`src/rtl/hmmm_bus_ctrl.sv`:
```
// Host-side bus controller for the hmmm core: program load, run control, input FIFO, output reg.
// Optional watchdog enabled by defining HMMM_WATCHDOG_EN.
module hmmm_bus_ctrl #(
   parameter int unsigned ADDR_W     = 8,
   parameter int unsigned DATA_W     = 16,
   parameter int unsigned IN_DEPTH   = 4,
   parameter int unsigned WDT_CYCLES = 65535
) (
   input  logic              clk,
   input  logic              rst,
   input  logic              ld_valid,
   output logic              ld_ready,
   input  logic [ADDR_W-1:0] ld_addr,
   input  logic [DATA_W-1:0] ld_data,
   input  logic              start,
   input  logic              abort,
   input  logic              in_valid,
   output logic              in_ready,
   input  logic [DATA_W-1:0] in_data,
   output logic              out_valid,
   input  logic              out_ready,
   output logic [DATA_W-1:0] out_data,
   output logic              busy,
   output logic              done,
   output logic              err_underflow,
   output logic              err_overflow,
   output logic              err_timeout,
   output logic              core_rst,
   output logic              core_pgrm_addr,
   output logic              core_pgrm_data,
   input  logic              core_read,
   input  logic              core_write,
   input  logic              core_halt,
   input  logic [DATA_W-1:0] core_bus_in,
   output logic [DATA_W-1:0] core_bus_out,
   output logic              core_bus_oe
);

   localparam int unsigned PTR_W = $clog2(IN_DEPTH);
   localparam int unsigned CNT_W = PTR_W + 1;

   typedef enum logic [2:0] {
      StIdle,
      StLdAddr,
      StLdData,
      StRun,
      StHalted
   } state_e;

   state_e state_q, state_d;

   logic [ADDR_W-1:0] ld_addr_q;
   logic [DATA_W-1:0] ld_data_q;

   logic [DATA_W-1:0] fifo_mem [IN_DEPTH];
   logic [PTR_W-1:0]  wr_ptr_q, rd_ptr_q;
   logic [CNT_W-1:0]  count_q;
   logic              fifo_empty, fifo_full;

   logic              out_valid_q;
   logic [DATA_W-1:0] out_data_q;
   logic              err_underflow_q, err_overflow_q;

   logic accept_load, accept_start, flush, run_active;
   logic rd_svc, wr_svc, push, pop;
   logic wdt_expire;

   assign fifo_empty = (count_q == '0);
   assign fifo_full  = (count_q == CNT_W'(IN_DEPTH));

   assign accept_load  = (state_q == StIdle) & ld_valid;
   assign accept_start = (state_q == StIdle) & ~ld_valid & start;
   // Abort is ignored in IDLE: nothing is running and the FIFO may be pre-filled.
   assign flush        = abort & (state_q != StIdle);
   assign run_active   = (state_q == StRun) & ~abort;
   assign rd_svc       = run_active & core_read;
   assign wr_svc       = run_active & core_write & ~core_read;

   assign push = in_valid & ~fifo_full & ~flush;
   assign pop  = rd_svc & ~fifo_empty;

   assign ld_ready       = (state_q == StIdle);
   assign in_ready       = ~fifo_full;
   assign busy           = (state_q == StLdAddr) | (state_q == StLdData) | (state_q == StRun);
   assign done           = (state_q == StHalted);
   assign core_rst       = (state_q == StIdle);
   assign core_pgrm_addr = (state_q == StLdAddr);
   assign core_pgrm_data = (state_q == StLdData);
   assign out_valid      = out_valid_q;
   assign out_data       = out_data_q;
   assign err_underflow  = err_underflow_q;
   assign err_overflow   = err_overflow_q;

`ifdef HMMM_WATCHDOG_EN
   localparam int unsigned WDT_W = $clog2(WDT_CYCLES + 1);

   logic [WDT_W-1:0] wdt_q;
   logic             err_timeout_q;

   assign wdt_expire  = (state_q == StRun) & (wdt_q == WDT_W'(WDT_CYCLES - 1));
   assign err_timeout = err_timeout_q;

   always_ff @(posedge clk) begin
      if (rst) begin
         wdt_q         <= '0;
         err_timeout_q <= 1'b0;
      end else begin
         if (accept_start) begin
            wdt_q         <= '0;
            err_timeout_q <= 1'b0;
         end else if (run_active) begin
            wdt_q <= wdt_q + 1'b1;
            if (wdt_expire && !core_halt) begin
               err_timeout_q <= 1'b1;
            end
         end
      end
   end
`else
   logic unused_wdt;

   assign unused_wdt  = ^WDT_CYCLES;
   assign wdt_expire  = 1'b0;
   assign err_timeout = 1'b0;
`endif

   // Bus is driven from latched load words, or from the FIFO head while the core reads.
   always_comb begin
      core_bus_oe  = 1'b0;
      core_bus_out = '0;
      unique case (state_q)
         StLdAddr: begin
            core_bus_oe  = 1'b1;
            core_bus_out = DATA_W'(ld_addr_q);
         end
         StLdData: begin
            core_bus_oe  = 1'b1;
            core_bus_out = ld_data_q;
         end
         StRun: begin
            if (core_read) begin
               core_bus_oe  = 1'b1;
               core_bus_out = fifo_empty ? '0 : fifo_mem[rd_ptr_q];
            end
         end
         default: ;
      endcase
   end

   always_comb begin
      state_d = state_q;
      if (flush) begin
         state_d = StIdle;
      end else begin
         unique case (state_q)
            StIdle: begin
               if (ld_valid) begin
                  state_d = StLdAddr;
               end else if (start) begin
                  state_d = StRun;
               end
            end
            StLdAddr: state_d = StLdData;
            StLdData: state_d = StIdle;
            StRun: begin
               if (core_halt || wdt_expire) begin
                  state_d = StHalted;
               end
            end
            StHalted: state_d = StHalted;
            default:  state_d = StIdle;
         endcase
      end
   end

   always_ff @(posedge clk) begin
      if (rst) begin
         state_q   <= StIdle;
         ld_addr_q <= '0;
         ld_data_q <= '0;
      end else begin
         state_q <= state_d;
         if (accept_load) begin
            ld_addr_q <= ld_addr;
            ld_data_q <= ld_data;
         end
      end
   end

   always_ff @(posedge clk) begin
      if (push) begin
         fifo_mem[wr_ptr_q] <= in_data;
      end
   end

   always_ff @(posedge clk) begin
      if (rst) begin
         wr_ptr_q <= '0;
         rd_ptr_q <= '0;
         count_q  <= '0;
      end else if (flush) begin
         wr_ptr_q <= '0;
         rd_ptr_q <= '0;
         count_q  <= '0;
      end else begin
         if (push) begin
            wr_ptr_q <= wr_ptr_q + 1'b1;
         end
         if (pop) begin
            rd_ptr_q <= rd_ptr_q + 1'b1;
         end
         if (push && !pop) begin
            count_q <= count_q + 1'b1;
         end else if (pop && !push) begin
            count_q <= count_q - 1'b1;
         end
      end
   end

   always_ff @(posedge clk) begin
      if (rst) begin
         out_valid_q     <= 1'b0;
         out_data_q      <= '0;
         err_underflow_q <= 1'b0;
         err_overflow_q  <= 1'b0;
      end else begin
         if (flush) begin
            out_valid_q <= 1'b0;
         end else if (wr_svc) begin
            out_valid_q <= 1'b1;
            out_data_q  <= core_bus_in;
         end else if (out_ready) begin
            out_valid_q <= 1'b0;
         end

         // Sticky errors: cleared only by reset or an accepted start.
         if (accept_start) begin
            err_underflow_q <= 1'b0;
            err_overflow_q  <= 1'b0;
         end else begin
            if (rd_svc && fifo_empty) begin
               err_underflow_q <= 1'b1;
            end
            if (wr_svc && out_valid_q && !out_ready) begin
               err_overflow_q <= 1'b1;
            end
         end
      end
   end

endmodule

```
`config.mk`:
```
export PLATFORM = sky130hd
export DESIGN_NAME = hmmm_bus_ctrl
export DESIGN_NICKNAME = d
export VERILOG_FILES = /design/src/rtl/hmmm_bus_ctrl.sv
export SDC_FILE = /design/constraint.sdc
export NUM_CORES = 1
export LEC_CHECK = 0
export ABC_AREA = 1
export CAP_MARGIN = 0
export CELL_PAD_IN_SITES_DETAIL_PLACEMENT = 1
export CELL_PAD_IN_SITES_GLOBAL_PLACEMENT = 2
export CORE_UTILIZATION = 25
export CTS_BUF_LIST = sky130_fd_sc_hd__clkbuf_2 sky130_fd_sc_hd__clkbuf_4 sky130_fd_sc_hd__clkbuf_8
export DETAILED_ROUTE_END_ITERATION = 8
export GPL_TIMING_DRIVEN = 0
export HOLD_SLACK_MARGIN = 0.03
export PLACE_DENSITY = 0.69
export SETUP_SLACK_MARGIN = 0.4
export SLEW_MARGIN = 15
export SYNTH_ARGS = -nofsm -noshare
export SYNTH_HDL_FRONTEND = slang
export SYNTH_SLANG_ARGS = --single-unit
```
`constraint.sdc`:
```
create_clock -name clk -period 5.2 [get_ports clk]
set_input_delay 1.04 -clock clk [delete_from_list [all_inputs] [get_ports clk]]
set_output_delay 1.04 -clock clk [all_outputs]
set_load 0.03 [all_outputs]
```
## Word level (Yosys, flattened, before mapping)

Memories as Yosys holds them, arrays and structs flattened. A register that Yosys moved wholly into a read port is not among the register bits.
Cells that the tools add are included.

- Add/subtract/negate cells: 4
- Equality and inequality tests: 7
- Multiplexer cells: 17
- Bitwise operators: 19
- Reduce and logical (&&, ||, !) cells: 18

Operators by type and width:

| operator | number |
|---|---|
| one-hot mux 16 bit (3 select lines) | 1 |
| 2-to-1 mux 16 bit | 2 |
| 2-to-1 mux 3 bit | 5 |
| one-hot mux 3 bit (4 select lines) | 1 |
| bitwise AND 1 bit | 11 |
| == test 3 x 2 -> 1 bit (second input constant) | 2 |
| == test 3 bit (second input constant) | 2 |
| zero test 3 bit | 2 |
| NOT 1 bit | 6 |
| OR reduction 2 bit | 3 |
| logical AND 1 bit | 5 |
| 2-to-1 mux 1 bit | 5 |
| adder 2 x 1 -> 2 bit (second input constant) | 2 |
| 2-to-1 mux 2 bit | 2 |
| AND reduction 2 bit | 2 |
| nonzero test 2 bit | 2 |
| adder 3 x 1 -> 3 bit (second input constant) | 1 |
| == test 3 x 1 -> 1 bit (second input constant) | 1 |
| zero test 1 bit | 3 |
| != test 3 bit (second input constant) | 1 |
| nonzero test 3 bit | 1 |
| subtractor 3 x 1 -> 3 bit (second input constant) | 1 |
| != test 2 bit (second input constant) | 1 |
| bitwise OR 1 bit | 2 |
| one-hot mux 1 bit (2 select lines) | 1 |

- Register bits after elaboration: 53
- Memory bits (writable): 64
- Output and inout bits: 44
- Logic and storage cells: 76
- Memories: 1

Memory list:

| name | depth | width | read ports | clocked after Yosys merged registers in | write ports | line | source |
|---|---|---|---|---|---|---|---|
| fifo_mem | 4 | 16 | 1 | 1 | 1 | 55 | `logic [DATA_W-1:0] fifo_mem [IN_DEPTH];` |

## Logic depth before layout (Yosys ltp)

- Depth in word-level cells: 8
- Mapped depth: 15
- Depth with buffers taken out: 15

## Worst setup path after synthesis

OpenSTA, ideal clock, no wires.

- Path kind: flip-flop to output port
- Start point: reg state_q[2]
- End point: out core_bus_out[10]
- Data arrival time: 1.812 ns
- Slack: 2.348 ns
- Cell stages (with the launch flop): 4
- Cell sequence: dfxtp_1 -> nor3_4 -> inv_1 -> o21ai_0

- Cells in the longest elaborated chain, start to end: 2

Ends and longest elaborated chain:

| what | line | source |
|---|---|---|
| start, declared | 50 | `state_e state_q, state_d;` |
| start signal, assigned | 178 | `state_q <= StIdle;` |
| start signal, assigned | 182 | `state_q <= state_d;` |
| == test 3 x 2 -> 1 bit | - |  |
| via core_pgrm_data | 30 | `output logic core_pgrm_data,` |
| one-hot mux 16 bit (3 select lines) | 131 | `unique case (state_q)` |
| end, declared | 35 | `output logic [DATA_W-1:0] core_bus_out,` |

The timed path passes the listed nets, and every way through them passes these cells.

## Final worst setup path

- Start point: in core_read
- End point: out core_bus_out[5]

- Cells in the longest elaborated chain, start to end: 2

Ends and longest elaborated chain:

| what | line | source |
|---|---|---|
| start, declared | 31 | `input logic core_read,` |
| 2-to-1 mux 16 bit | 141 | `if (core_read) begin` |
| one-hot mux 16 bit (3 select lines) | 131 |  |

Every way passes these cells.

==> reports/qor.csv <==
metric,value,unit
place_hpwl,11000,um
holdPathStages,2,
hold_viol,0,
syn_nets,592,
antenna_found_initial,1,
numCtsBuffers,17,
timing.slew.headroom,62.0,%
clk_latency,0.45,ns
synth_seq_cells,119,
yosys-top-cells-area,"edfxtp_1, dfxtp_1, nand2_1, o21ai_0, nor2_1",
status,finished clean,
slew_viol_final,0,
clk_pin_slew,0.07,ns
peakVddDrop,0.174,mV
r2r_setup_slack,2.89,ns
path_max_fanout,10,
cp-start-kind,primary input,
layout_setup_ws,1.09,ns
portBuffers,106,
coreArea,19500,um2
final_common_cell,clkdlybuf4s50_1,
power_density,397,nW/um2
drt-total-wl,15000,um
tightest_slew,0.570,ns
die_area,20400,um2
setup_viol,0,
firstDrtPassIters,4,
finalSetupTns,0,ns
yosysWarnings,0,
wire_per_inst,16.2,um
rsz0062_at_grt,no,
synth_area_leader_cell,edfxtp_1,
reg2reg_to,count_q[2],
dp_slack,1.06,ns
holdPathEnd,ld_data_q[13],
io_pins,110,
power.leakage,2.45,nW
ys.flop_type,edfxtp_1,
viasPerCell,4.40,
cts_tree,yes,
seq_area_frac_synth,60.8,%
drive_gt1_share,10.1,%
cts_root_buf,clkbuf_8,
crit_arrival,3.07,ns
grt_pass1_wl,23300,um
r2r_start,state_q[2],
cts_setup_buffers,0,
synth_top_cell_area_share,38.7,%
via_count,4075,
end_kind,primary output,
syn_inst,520,
grt-ovfl-total,0,
drt_iter0_markers,123,
synth_cell_types,34,
die_width,143,um
cap_violations,0,
required,4.16,ns
hold_buffers,0,
start_util,25.5,%
skew,0.00702,ns
clock.fmax,243,MHz
drc,0,
min_from,ld_data_q[13],
final_cell_mix,"clkdlybuf4s50_1, nand2_1, edfxtp_1",
post-route-period-util,79.1,%
grt_pass1_vias,4253,
drt.antenna.violating_nets,0,
postCtsResizedCells,0,
rows,51,
grt_max_degree,17,
clk_path_buf_depth,2,
antenna_cells,0,
die_y,143,um
reg2reg_depth,13,
synth_area,4970,um2
syn_area_per_cell,9.56,um2
syn_to_final_growth,37.9,%
nets,721,
synth_edf_count,64,
cts_sinks,119,
fin_crit,4.11,ns
htree_num_levels,4,
grtUsageTotal,15.6,%
crit_type,primary input to primary output,
synthArstFlopShare,0,%
place.gp.congestion,0.721,
hold_path.class,flop to flop,
-- worst max path at each step --
stage / start / end / slack (ns) / depth (start not counted)
final: core_read / core_bus_out[5] / 1.09 / 7
after global placement: core_read / core_bus_out[6] / 1.06 / 7
after CTS: core_read / core_bus_out[5] / 1.05 / 7
after floorplan: state_q[2] / core_bus_out[10] / 2.35 / 3
after detailed placement: core_read / core_bus_out[5] / 1.06 / 7
after global routing: core_read / core_bus_out[6] / 1.00 / 7
-- logic make-up (layout without fill, tap and decap cells) --
kind of cell	Yosys count	count (layout)	share of synthesized area, %
adders and majority gates	6	6	1.66
xor gates and xnor gates	1	1	0.176
and+or+nand+nor	215	215	19.3
DFF	119	119	60.8
muxes	1	1	0.201
AOI/OAI and AO/OA	113	113	11.5
other	1	1	0.0755
buffers and inverters	64	206	6.32
-- cell usage after synthesis, types with 2 or more instances --
master     n
clkbuf_1  10
a21oi_1   45
buf_1      3
nor2_1    67
buf_2      2
nand2_2    3
buf_6      5
nor3_1     2
ha_1       5
inv_1     35
edfxtp_1  64
nand2_1   88
nand2_4    2
o21ai_1    4
nand3_1   45
o21ai_0   62
dfxtp_1   55
nand4_1    2
buf_4      6
-- power breakdown --
| part | internal, mW | switching [mW] | total, mW | leakage [nW] |
|---|---|---|---|---|
| registers | 1.10 | 0.0420 | 1.14 | 1.03 |
| clock network | 0.516 | 0.387 | 0.903 | 0.207 |
| logic | 0.252 | 0.421 | 0.673 | 1.21 |
-- flip-flops by register name, summed over array words and instances (netlist names), named ones only --
name,count
state_q,3
wr_ptr_q,2
err_underflow,1
rd_ptr_q,2
ld_data_q,16
fifo_mem,64
err_overflow,1
count_q,3
ld_addr_q,8
out_valid,1
out_data,16
-- layer usage --
metal | GRT usage (%) | routed length [um] | vias up | part of all wire, %
li1 | - | - | 2010 | -
met2 | 26.1 | 7220 | 95 | 48
met5 | 0 | 11 | - | 0.073
met1 | 17.9 | 6560 | 1948 | 44
met4 | 7.24 | 268 | 2 | 1.8
met3 | 5.20 | 918 | 20 | 6.1
-- final cells by class --
cell class	instances	area (um2)
Sequential cell	119	3020
Fill cell	2235	12600
Buffer	27	175
Inverter	37	139
Clock inverter	11	148
Timing Repair Buffer	110	1110
Clock buffer	21	283
Multi-Input combinational cell	337	1640
Tap cell	265	332
-- through the flow --
| step | cells | power, mW | hold slack [ns] | cell area, um2 | utilization, % |
|---|---|---|---|---|---|
| 2_1_floorplan | 520 | 1.56 | 0.425 | 4970 | - |
| 3_3_place_gp | 891 | 1.82 | 0.438 | 6360 | 32.7 |
| 3_5_place_dp | 895 | 1.85 | 0.443 | 6420 | 33.0 |
| 4_1_cts | 927 | 2.76 | 0.458 | 6860 | 35.2 |
| 5_1_grt | 927 | 2.86 | 0.473 | 6860 | 35.2 |
| 6_report | 927 | 2.72 | 0.452 | 6860 | 35.2 |
-- critical path, cell delays in order --
cell,delay (ns)
clkdlybuf4s50_1,0.66
nand2_4,0.11
nor2_8,0.19
buf_6,0.18
nand2_1,0.09
nand3_1,0.12
clkdlybuf4s50_1,0.68
Power figures use the tool's default switching activity.
